[config.mk]
export PLATFORM = sky130hd
export DESIGN_NAME = data_bus_arbiter
export DESIGN_NICKNAME = d
export VERILOG_FILES = /design/src/rtl/data_bus_arbiter.sv
export SDC_FILE = /design/constraint.sdc
export NUM_CORES = 1
export LEC_CHECK = 0
export CAP_MARGIN = 25
export CORE_AREA = 5 5 223 225
export CTS_BUF_LIST = sky130_fd_sc_hd__clkbuf_8
export DETAILED_ROUTE_END_ITERATION = 10
export DIE_AREA = 0 0 228 230
export PLACE_DENSITY = 0.6
export REMOVE_ABC_BUFFERS = 1
export SYNTH_ARGS = -nofsm -noshare
export SYNTH_HDL_FRONTEND = slang
export SYNTH_SLANG_ARGS = --single-unit
[constraint.sdc]
create_clock -name clk -period 3.3 [get_ports clk]
set_clock_uncertainty 0.15 [all_clocks]
set_input_delay 0.33 -clock clk [delete_from_list [all_inputs] [get_ports clk]]
set_output_delay 0.33 -clock clk [all_outputs]
set_load 0.02 [all_outputs]
[src/rtl/data_bus_arbiter.sv]
// data_bus_arbiter: round-robin arbiter sharing one data_bus between two masters.
// Master 0 is the CPU, master 1 a secondary requester (DMA/debug).
// Optional feature macro: ARB_RANGE_CHECK_EN. When it is defined, winners whose
// address lies above MEM_END are answered with an error and never reach the bus.
// MEM_END comes from memory_map.v when that is compiled ahead of this file.
//
// state  | meaning
// -------+------------------------------------------------------------
// IDLE   | no access in flight; arbitrate on m0_req/m1_req
// ACCESS | bus_en high, request fields held; counts down BUS_LAT cycles
// RESP   | one-cycle ack to the winner; update last_grant
`ifndef MEM_END
`define MEM_END 64'h0000_0000_FFFF_FFFF
`endif

module data_bus_arbiter #(
  parameter int AW      = 64,
  parameter int DW      = 64,
  parameter int BUS_LAT = 1
) (
  input  logic          clk,
  input  logic          rst_n,
  input  logic          m0_req,
  input  logic          m0_rw,
  input  logic [AW-1:0] m0_addr,
  input  logic [DW-1:0] m0_wdata,
  output logic [DW-1:0] m0_rdata,
  output logic          m0_ack,
  output logic          m0_err,
  input  logic          m1_req,
  input  logic          m1_rw,
  input  logic [AW-1:0] m1_addr,
  input  logic [DW-1:0] m1_wdata,
  output logic [DW-1:0] m1_rdata,
  output logic          m1_ack,
  output logic          m1_err,
  output logic          bus_en,
  output logic          bus_rw,
  output logic [AW-1:0] bus_addr,
  output logic [DW-1:0] bus_write,
  input  logic [DW-1:0] bus_read,
  input  logic          bus_exception
);

  localparam logic [1:0] S_IDLE   = 2'd0;
  localparam logic [1:0] S_ACCESS = 2'd1;
  localparam logic [1:0] S_RESP   = 2'd2;

  logic [1:0]    state_q, state_d;
  logic          last_grant_q, last_grant_d;
  logic          winner_q, winner_d;
  logic [3:0]    cnt_q, cnt_d;
  logic [AW-1:0] addr_q, addr_d;
  logic          rw_q, rw_d;
  logic [DW-1:0] wdata_q, wdata_d;
  logic [DW-1:0] rdata0_q, rdata0_d, rdata1_q, rdata1_d;
  logic          err0_q, err0_d, err1_q, err1_d;

  logic          sel;
  logic          sel_rw;
  logic [AW-1:0] sel_addr;
  logic [DW-1:0] sel_wdata;

  // On a tie the master that did not win last time gets the bus; last_grant
  // resets to 1 so master 0 goes first.
  assign sel       = (m0_req && m1_req) ? ~last_grant_q : m1_req;
  assign sel_rw    = sel ? m1_rw    : m0_rw;
  assign sel_addr  = sel ? m1_addr  : m0_addr;
  assign sel_wdata = sel ? m1_wdata : m0_wdata;

  // Next-state and datapath logic for the arbitration FSM.
  always_comb begin
    state_d      = state_q;
    last_grant_d = last_grant_q;
    winner_d     = winner_q;
    cnt_d        = cnt_q;
    addr_d       = addr_q;
    rw_d         = rw_q;
    wdata_d      = wdata_q;
    rdata0_d     = rdata0_q;
    rdata1_d     = rdata1_q;
    err0_d       = err0_q;
    err1_d       = err1_q;
    case (state_q)
      S_IDLE: begin
        if (m0_req || m1_req) begin
          winner_d = sel;
`ifdef ARB_RANGE_CHECK_EN
          if (sel_addr > `MEM_END) begin
            state_d = S_RESP;
            if (sel) begin
              rdata1_d = '0;
              err1_d   = 1'b1;
            end else begin
              rdata0_d = '0;
              err0_d   = 1'b1;
            end
          end else begin
`else
          begin
`endif
            addr_d  = sel_addr;
            rw_d    = sel_rw;
            wdata_d = sel_wdata;
            cnt_d   = 4'(BUS_LAT);
            state_d = S_ACCESS;
          end
        end
      end
      S_ACCESS: begin
        if (cnt_q == 4'd0) begin
          if (winner_q) begin
            rdata1_d = bus_read;
            err1_d   = bus_exception;
          end else begin
            rdata0_d = bus_read;
            err0_d   = bus_exception;
          end
          state_d = S_RESP;
        end else begin
          cnt_d = cnt_q - 4'd1;
        end
      end
      S_RESP: begin
        last_grant_d = winner_q;
        state_d      = S_IDLE;
      end
      default: state_d = S_IDLE;
    endcase
  end

  // State and datapath registers; reset abandons any access without an ack.
  always_ff @(posedge clk or negedge rst_n) begin
    if (!rst_n) begin
      state_q      <= S_IDLE;
      last_grant_q <= 1'b1;
      winner_q     <= 1'b0;
      cnt_q        <= '0;
      addr_q       <= '0;
      rw_q         <= 1'b0;
      wdata_q      <= '0;
      rdata0_q     <= '0;
      rdata1_q     <= '0;
      err0_q       <= 1'b0;
      err1_q       <= 1'b0;
    end else begin
      state_q      <= state_d;
      last_grant_q <= last_grant_d;
      winner_q     <= winner_d;
      cnt_q        <= cnt_d;
      addr_q       <= addr_d;
      rw_q         <= rw_d;
      wdata_q      <= wdata_d;
      rdata0_q     <= rdata0_d;
      rdata1_q     <= rdata1_d;
      err0_q       <= err0_d;
      err1_q       <= err1_d;
    end
  end

  // bus_rw is gated with bus_en so a stale write flag never reaches the bus.
  assign bus_en    = (state_q == S_ACCESS);
  assign bus_rw    = bus_en && rw_q;
  assign bus_addr  = addr_q;
  assign bus_write = wdata_q;

  assign m0_ack    = (state_q == S_RESP) && !winner_q;
  assign m1_ack    = (state_q == S_RESP) &&  winner_q;
  assign m0_rdata  = rdata0_q;
  assign m1_rdata  = rdata1_q;
  assign m0_err    = err0_q;
  assign m1_err    = err1_q;

endmodule

==> out/results.tsv, run 1 <==
stage	metric	value	unit
cts	cts_setup_buffers	0	
timing	worst-slew-pin-transition	0.768	ns
flow_run	drv.max_cap_violation_count	0	
global_routing	grt_max_degree	100	
yosys	ys_types	28	
status	run_status	finished, final reports clean	
worst_setup_path	setup.worst_path.class	reg -> out	
floorplanning	io-pin-count	589	
final_layout	area.growth.synth_to_final	65.6	%
timing	drv_slew	0	
final_layout	layout-drive-gt1-share	34.8	%
timing	final_min_period_over_clock_period	84.1	%
route	dr_total_vias	8553	
yosys	synth_seq_cells	267	
route	postRouteAntennaNets	0	
pwr	power.switching	6810	uW
final_layout	num-fill-cells	4505	
floorplanning	floorplan.core_area	47300	sq um
yosys	synthesis.yosys.warnings	0	
final_layout	final_common_cell	sky130_fd_sc_hd__clkdlybuf4s50_1	
yosys	biggest_area_contributors_in_the_synthesized_netlist	sky130_fd_sc_hd__dfrtp_1 (57%), sky130_fd_sc_hd__mux2_2 (33%), sky130_fd_sc_hd__mux2_4 (6.4%)	
final_layout	postLayoutCellArea	19400	sq um
cts	cts_made_buffers	49	
cts	ctsLongestPathBuffers	3	
pwr	power.leakage	0.00803	uW
hold_path	path_category_of_the_worst_min_delay_check	in -> async	
placement	port_buffers	588	
pwr	power.density	967	nW/um^2
timing	min_period	2.78	ns
timing	rsz_0062_raised_after_global_routing	no	
yosys	synthDominantAreaCellType	sky130_fd_sc_hd__dfrtp_1	
worst_setup_path	setup.worst_path.end_class	primary output	
yosys	synth-seq-area-share	57.1	%
global_routing	grt.overflow.total	0	
placement	post-dp-hpwl	33900	um
worst_setup_path	setup.worst_path.start_class	flop	
global_routing	grt_first_pass_wirelength	65800	um
yosys	post_synth_inst_count	733	
pwr	p_int	11900	uW
pwr	power.clock.fraction	16.7	%
pwr	power_frac_seq	31.5	%
timing	slew_headroom	48.8	%
route	routed_via_density	4.27	
cts	worst_skew_pair.late_latency	0.60	ns
final_layout	final-instance-count-excl-fill	2004	
final_layout	mostFrequentLayoutCells	sky130_fd_sc_hd__clkdlybuf4s50_1 (587), sky130_fd_sc_hd__mux2_2 (338), sky130_fd_sc_hd__dfrtp_1 (266)	
pwr	switching_part_of_the_total	36.4	%
cts	cts_tree	done	
global_routing	total_global_routing_track_utilization	16.4	%
cts	cts.reportedPaths.clkPinSlew	0.06	ns
cts	cts.htree.levels	2	
yosys	yosysTopAreaCellShare	56.9	%
worst_setup_path	crit_fanout	6	
placement	dpl-instance-area	18400	sq um
pwr	pwr-share-comb	51.8	%
global_routing	antenna_violations_before_repair	12	
final_layout	layout.nets	1677	
pwr	peakVddDrop	0.000504	V
route	avgRoutedWirePerCell	22.1	um
cts	root_buffer	sky130_fd_sc_hd__clkbuf_8	
route	detail_route.drc_violations	0	
cts	tritoncts_num_sinks	267	
placement	placed_cells	1911	
global_routing	vias_in_the_first_global_route	9860	
timing	holdWs	0.166	ns
pwr	total_design_power	18700	uW
worst_setup_path	cp_data_required_time	2.82	ns
floorplanning	horizontal_die_dimension	228	um
placement	gp_congestion	0.783	
route	routed_wirelength	44300	um
floorplanning	total_die_area	52400	sq um
yosys	syn-mean-instance-area	16.0	sq um
timing	max_freq	360	MHz
worst_setup_path	cp.arrival	2.30	ns
floorplanning	starting_density_of_the_core	24.7	%
floorplanning	die_height	230	um
timing	setup_viol_count_final	0	
route	initialDrtViolationCount	223	
route	drt-pass1-iter-count	4	
yosys	syn-cell-area	11700	sq um
timing	timing_hold_violations_final	0	
floorplanning	num_rows	80	
[worst paths after layout]
path	startpoint	to	slack, ns	depth (start not counted)
worst min register to register	m1_rdata[24]	m1_rdata[24]	0.35	1
worst min-delay path	rst_n	m0_rdata[8]	0.17	2
worst max-delay path	state_q[0]	bus_rw	0.52	4
min in group clk	bus_read[14]	m0_rdata[14]	0.21	2
worst max register to register	cnt_q[0]	m0_rdata[60]	0.80	6
max in group asynchronous	rst_n	m0_rdata[50]	1.93	3
[repair_timing]
action                                 4_1_cts  5_1_grt
gates resized for setup                      0        0
hold buffers                                 1        0
endpoints found under the hold margin       77        0
setup endpoints to repair                    0        0
[state kept, by name, summed over array words and instances, names as in the netlist]
name          count
m0_err            1
rw_q              1
state_q           2
m1_err            1
last_grant_q      1
winner_q          1
bus_write        64
m0_rdata         64
m1_rdata         64
bus_addr         64
cnt_q             4
[synth_stat cells (all sizes together)]
cell type / n
mux2: 388
dfrtp: 266
buf: 30
clkbuf: 12
inv: 5
nor2: 4
nor3: 4
nand2b: 3
ha: 2
nand2: 2
o21ai: 2
a211oi: 1
a21bo: 1
a21o: 1
a21oi: 1
and2: 1
dfstp: 1
mux2i: 1
nand3: 1
nand4b: 1
nor3b: 1
nor4: 1
o211ai: 1
o22a: 1
o32ai: 1
or4: 1
[area by class of cell]
class                   instances  area [sq um]  area share, %
flip-flops and latches        267          6680           34.5
clock inverters                25           120          0.620
repair buffers                606          6140           31.7
multi-input cells             419          4780           24.7
inverters                       5          18.8         0.0969
clock buffers                  61           840           4.33
well taps                     615           769           3.97
diodes                          6          15.0         0.0775
[routing by layer]
metal	wire (um)	global-route usage, %	up-vias
met5	22	0	-
met4	845	4.63	4
met3	5430	9.38	57
met2	21700	27.9	400
met1	16300	17.5	4210
li1	-	-	3882
[stage by stage]
step | setup TNS [ns] | utilization, % | setup WS [ns]
detailed placement | 0 | 38.8 | 0.725
global placement | 0 | 38.8 | 0.755
floorplan | -1262.72 | - | -7.36
CTS | 0 | 40.9 | 0.423
global route | 0 | 40.9 | 0.384
finish | 0 | 40.9 | 0.523
[critical path, stage by stage, from the launching register on]
cell                              delay, ns
sky130_fd_sc_hd__dfrtp_1               0.49
sky130_fd_sc_hd__nand2b_1              0.21
sky130_fd_sc_hd__inv_1                 0.22
sky130_fd_sc_hd__and2_1                0.15
sky130_fd_sc_hd__clkdlybuf4s50_1       0.62
[power groups by stage]
stage / sequential [uW] / combinational [uW] / clock (uW)
floorplan: 7830 / 3010 / 0
CTS: 5920 / 9830 / 3290
global placement: 5860 / 9710 / 0
finish: 5900 / 9700 / 3120
global route: 6130 / 10200 / 3450
detailed placement: 5930 / 9800 / 0
[logic make-up after synthesis]
| family | share of synthesized area [%] |
|---|---|
| buf+inv | 2.15 |
| flops | 57.1 |
| fa+ha+maj | 0.214 |
| mux | 39.0 |
| compound gates | 0.556 |
| simple gates | 0.909 |
No activity file was read; power rests on OpenSTA's default activity.
==> run 2: changes to the inputs <==
- CORE_AREA: 5 5 223 225 -> 5 5 224 226
- DIE_AREA: 0 0 228 230 -> 0 0 229 231
- clock period: 3.3 -> 2.7 ns (I/O delays scaled with it)
==> run 2 against run 1 <==
Register-to-register slack lost 0.39 ns. Final cell count grew 0.90%. Sequential power grew 23%. Via count grew 1.2%. Cell area grew 0.79%. Sequential share of layout area shrank 0.27 points. Global-route usage shrank 1.0 points. Critical path depth shrank 1. Combinational power grew 22%. Setup slack lost 0.26 ns. Clock power grew 22%.
==> out/results.tsv, run 2 (same netlist as run 1, synthesis figures left out) <==
stage	metric	value	unit	change
final_layout	area.growth.synth_to_final	66.9	%	was 65.6%
route	initialDrtViolationCount	291		was 223
global_routing	grt_first_pass_wirelength	62700	um	was 65800 um
timing	timing_hold_violations_final	0		unchanged
global_routing	grt_max_degree	84		was 100
cts	tritoncts_num_sinks	267		unchanged
global_routing	total_global_routing_track_utilization	15.3	%	was 16.4%
global_routing	grt.overflow.total	0		unchanged
timing	holdWs	0.155	ns	was 0.166 ns
placement	gp_congestion	0.808		was 0.783
timing	totalNegativeSetupSlack	0	ns	unchanged
route	detail_route.drc_violations	0		unchanged
timing	slew_headroom	51.0	%	was 48.8%
global_routing	busiest_layer	met2		unchanged
status	run_status	finished, final reports clean		unchanged
timing	worst-slew-pin-transition	0.735	ns	was 0.768 ns
placement	post-dp-hpwl	32300	um	was 33900 um
worst_setup_path	setup.worst_path.end_class	primary output		unchanged
floorplanning	starting_density_of_the_core	24.3	%	was 24.7%
route	postRouteAntennaNets	0		unchanged
global_routing	antenna_violations_before_repair	16		was 12
cts	cts_tree	done		unchanged
global_routing	global_route.usage.met2	26.2	%	was 27.9%
timing	final_min_period_over_clock_period	90.2	%	
floorplanning	horizontal_die_dimension	229	um	was 228 um
timing	drv_slew	0		unchanged
timing	max_freq	410	MHz	
timing	post-route-worst-setup-slack	0.263	ns	was 0.523 ns
final_layout	final_common_cell	sky130_fd_sc_hd__clkdlybuf4s50_1		unchanged
flow_run	drv.max_cap_violation_count	0		unchanged
final_layout	num-fill-cells	4554		was 4505
route	routed_via_density	4.28		was 4.27
worst_setup_path	crit_fanout	6		unchanged
cts	worst_skew_pair.late_latency	0.58	ns	was 0.60 ns
pwr	power.density	1170	nW/um^2	was 967 nW/um^2
final_layout	layout.nets	1689		was 1677
worst_setup_path	cp.arrival	2.02	ns	was 2.30 ns
worst_setup_path	setup.worst_path.class	reg -> out		unchanged
placement	dpl-instance-area	18500	sq um	was 18400 sq um
route	drt-pass1-iter-count	4		unchanged
global_routing	vias_in_the_first_global_route	9779		was 9860
route	routed_wirelength	42100	um	was 44300 um
cts	ctsLongestPathBuffers	3		unchanged
placement	port_buffers	588		unchanged
placement	placed_cells	1930		was 1911
cts	cts.htree.levels	2		unchanged
floorplanning	die_height	231	um	was 230 um
cts	cts.reportedPaths.clkPinSlew	0.07	ns	was 0.06 ns
floorplanning	total_die_area	52900	sq um	was 52400 sq um
final_layout	final-instance-count-excl-fill	2022		was 2004
final_layout	mostFrequentLayoutCells	sky130_fd_sc_hd__clkdlybuf4s50_1 (585), sky130_fd_sc_hd__mux2_2 (338), sky130_fd_sc_hd__dfrtp_1 (266)		was sky130_fd_sc_hd__clkdlybuf4s50_1 (587), sky130_fd_sc_hd__mux2_2 (338), sky130_fd_sc_hd__dfrtp_1 (266)
placement	place_worst_setup_slack	0.364	ns	was 0.725 ns
worst_setup_path	setup.worst_path.start_class	flop		unchanged
hold_path	path_category_of_the_worst_min_delay_check	in -> reg		was in -> async
route	avgRoutedWirePerCell	20.8	um	was 22.1 um
route	dr_total_vias	8654		was 8553
pwr	power.leakage	0.00813	uW	was 0.00803 uW
final_layout	postLayoutCellArea	19500	sq um	was 19400 sq um
global_routing	met1_usage	16.2	%	was 17.5%
floorplanning	num_rows	81		was 80
timing	min_period	2.44	ns	
final_layout	layout-drive-gt1-share	35.1	%	was 34.8%
timing	rsz_0062_raised_after_global_routing	no		unchanged
worst_setup_path	cp_data_required_time	2.28	ns	was 2.82 ns
timing	setup_viol_count_final	0		unchanged
cts	root_buffer	sky130_fd_sc_hd__clkbuf_8		unchanged
pwr	peakVddDrop	0.000682	V	was 0.000504 V
floorplanning	floorplan.core_area	48100	sq um	was 47300 sq um
cts	cts_made_buffers	49		unchanged
floorplanning	io-pin-count	589		unchanged
global_routing	grtUsageMet3	8.81	%	was 9.38%
==> run 2: power by group <==
part | internal (uW) | switching [uW]
logic | 6490 | 5330
registers | 6080 | 1150
clock network | 2100 | 1720
total | 14700 | 8200
==> run 2: repair_timing <==
item                                   CTS  global route
setup endpoints to repair                1             1
gates resized for setup                  1             1
endpoints found under the hold margin  110             0
pin swaps                                0             0
hold buffers                             1             0
buffers inserted                         0             0
==> run 2: cell type report <==
| type | instances | area (sq um) | share of cell area, % |
|---|---|---|---|
| Sequential cell | 267 | 6680 | 34.2 |
| Timing Repair Buffer | 618 | 6280 | 32.2 |
| Multi-Input combinational cell | 419 | 4780 | 24.5 |
| Clock buffer | 60 | 826 | 4.23 |
| Tap cell | 622 | 778 | 3.99 |
| Clock inverter | 26 | 140 | 0.718 |
| Inverter | 5 | 18.8 | 0.0961 |
| Antenna cell | 5 | 12.5 | 0.0641 |
==> run 2: metal layers <==
layer  vias to the layer above  part of all wire, %
met5                         -                 0.13
met4                         8                  2.5
met3                        82                   12
met2                       420                   49
met1                      4234                   37
li1                       3910                    -
==> run 2: worst paths after layout <==
check / startpoint / to / slack (ns) / cells past startpoint
worst max register to register: cnt_q[0] / m0_rdata[21] / 0.41 / 6
worst min register to register: m1_rdata[36] / m1_rdata[36] / 0.35 / 1
max in group asynchronous: rst_n / m1_rdata[5] / 1.50 / 3
worst max-delay path: state_q[0] / m1_ack / 0.26 / 3
worst min-delay path: bus_read[38] / m0_rdata[38] / 0.15 / 2
min in group asynchronous: rst_n / m1_rdata[40] / 0.18 / 2
==> run 2: per-stage QoR <==
step / util [%] / power [uW]
global placement: 38.5 / 19100
detailed placement: 38.5 / 19200
floorplan: - / 13100
CTS: 40.5 / 23300
finish: 40.6 / 22900
global route: 40.6 / 24200
==> run 2: critical path, stage by stage, from the launching register on <==
cell                              delay [ns]
sky130_fd_sc_hd__dfrtp_1                0.44
sky130_fd_sc_hd__nand2b_1               0.20
sky130_fd_sc_hd__nor2_1                 0.14
sky130_fd_sc_hd__clkdlybuf4s50_1        0.65
==> patch (flow settings as in run 2) <==
Build with the macro `ARB_RANGE_CHECK_EN` defined.
--- a/src/rtl/data_bus_arbiter.sv
+++ b/src/rtl/data_bus_arbiter.sv
@@ -9,6 +9,8 @@
 // IDLE   | no access in flight; arbitrate on m0_req/m1_req
 // ACCESS | bus_en high, request fields held; counts down BUS_LAT cycles
 // RESP   | one-cycle ack to the winner; update last_grant
+`define ARB_RANGE_CHECK_EN
+
 `ifndef MEM_END
 `define MEM_END 64'h0000_0000_FFFF_FFFF
 `endif
Formal check against the unedited RTL: not equivalent (Yosys sat finds a counterexample within 4 cycles, from zero or initial values and one cycle with rst_n low).
==> patch against run 2 <==
Sequential cell count stayed put. Count of clock-buffer cells in the layout is 5 higher. Wire length is 1.1% higher. Sequential share of layout area is 1.4 points higher. Die area stayed put. Worst setup slack worse by 0.049 ns. Non-clock buffer count is 8 higher. Critical path depth is 1 higher. Cell area is 3.8% lower. Synthesized area is 6.5% lower.
Power is not compared: it rests on default switching activity, and its combinational part moved more than twofold at a synthesized area within 25%.
==> patch: results (changes against run 2) <==
** Final layout
- Filler cell count :: 4723 (was 4554)
- Clock distribution area overhead in the final layout :: 0.05316 (was 0.04948)
- Sequential share of cell area :: 0.3558 (was 0.3423)
- Share of cells above drive strength 1 :: 0.1014 (was 0.3505)
- The count of inverters other than clock inverters in the layout was 7 (was 5).
- The total number of nets in the final design is 1898 (was 1689).
- The count of non-filler cells in the finished layout was 2232 (was 2022).
- The number of diodes was 3 (was 5).
- The clock buffer count in the final layout came to 65 (was 60).
- The final sequential cell count is 267 (unchanged).
- Number of multi-input combinational cells in the layout :: 620 (was 419)
- The multi-input combinational cell area was 3959 µm² (was 4781 µm²).
- Data-path buffer share of cell area in the final layout :: 0.3370 (was 0.3218)

** Global routing
- Wire length of the first global-routing pass :: 64.70 mm (was 62.73 mm)
- The overall fraction of global-route tracks in use is 0.1543 (was 0.1534).
- The largest net degree at the start of global routing came to 91 (was 84).
- Via count of the first global-routing pass :: 10830 (was 9779)
- The initial antenna violation count came to 5 (was 16).

** Status
- Run status: completed (unchanged).

** Placement
- Pre-CTS WS :: -0.07102 ns (was 0.3640 ns)
- The count of port buffers added during placement came to 588 (unchanged).
- The post-DP HPWL came to 31.72 mm (was 32.35 mm).
- The placer's final routability congestion estimate is 0.8205 (was 0.8075).
- The count of placed standard cells including taps was 2141 (was 1930).

** Synth
- The portion of netlist area occupied by mux cells is 0.09985 (was 0.3904).
- Post-Synth Adder-Cell Area :: 0.002288 (was 0.002139)
- The number of different library cells in the post-synthesis netlist came to 32 (was 28).
- Most numerous cell types in the synthesized netlist: 299 x nand2_1, 266 x dfrtp_1, 128 x a22o_1, 56 x mux2_1, 41 x mux2_2 (was 338 x mux2_2, 266 x dfrtp_1, 50 x mux2_4, 24 x buf_2, 12 x clkbuf_1).
- The fraction of the mapped netlist area in compound gates is 0.1117 (was 0.005562).
- The share of the yosys chip area belonging to registers came to 0.6109 (was 0.5713).
- The post-synthesis instance total is 955 (was 733).
- Biggest area contributors in the synthesized netlist :: dfrtp_1 61%, nand2_1 10%, a22o_1 10%, mux2_1 5.8%, mux2_2 4.2% (was dfrtp_1 57%, mux2_2 33%, mux2_4 6.4%, buf_2 1.0%, buf_6 0.58%)
- Cell area after synthesis :: 10940 µm² (was 11700 µm²)

** Power
- Per report_power, the Clock row totals 3870 µW.
- Logic pwr share :: 0.262

** Clocking
- Number of buffers created by CTS :: 47 (was 49)
- The clock network latency to the later pin of the worst-skew pair was 0.60 ns (was 0.58 ns).

** Detailed routing
- Starting DRT DRC Count :: 473 (was 291)
- The final routed wire length divided by cell count is 19.08 µm (was 20.84 µm).

** Timing
- Worst slew margin relative to its limit :: 0.6107 (was 0.5102)

** Worst setup path
- The maximum net fanout on the critical path came to 4 (was 6).
- The critical path data arrival time came to 2.07 ns (was 2.02 ns).
[patch: cell count changes after synthesis, moves of 3 or more]
cell	before	now
nor2_1	4	11
a22o_1	0	128
nor4_1	1	17
mux2_2	338	41
and2_1	1	34
nand2_1	2	299
nand4_1	0	4
mux2_1	0	56
clkbuf_1	12	27
mux2_4	50	0
a21oi_1	1	4
[patch: metal layers]
layer,wire length (µm),up-vias,global-route usage
li1,-,4522,-
met1,17030,4660,0.1803
met2,19690,455,0.2502
met3,4776,67,0.07650
met4,1067,4,0.04811
met5,26,-,0
[patch: kinds of logic after synthesis]
logic type / Yosys count
buffers and inverters: 68
AOI/OAI and AO/OA: 144
muxes: 97
adders and majority gates: 2
and+or+nand+nor: 377
DFF: 267
[patch: worst paths after layout]
kind | from | to | slack, ns | cells past startpoint
max in group asynchronous | rst_n | bus_write[57]$_DFFE_PN0P_ | 1.47 | 3
min | rst_n | m0_rdata[51]$_DFFE_PN0P_ | 0.06 | 2
max | state_q[1]$_DFFE_PN0P_ | bus_rw | 0.21 | 4
max reg2reg | cnt_q[0]$_DFFE_PN0P_ | m0_rdata[33]$_DFFE_PN0P_ | 0.40 | 7
min in group clk | bus_exception | m1_err$_DFFE_PN0P_ | 0.16 | 3
min reg2reg | bus_addr[59]$_DFFE_PN0P_ | bus_addr[59]$_DFFE_PN0P_ | 0.33 | 1
[patch: what timing repair did]
| action | CTS | global route |
|---|---|---|
| endpoints found under the hold margin | 218 | 0 |
| hold buffers | 1 | 0 |
| setup buffers | 0 | 0 |
| resized for setup | 0 | 0 |
| setup endpoints to repair | 0 | 0 |
[patch: worst max-delay path: stages, from the launching register on]
cell and delay (ns):
dfrtp_1 0.39, nand2b_1 0.18, inv_1 0.13, and2_1 0.14
clkdlybuf4s50_1 0.62
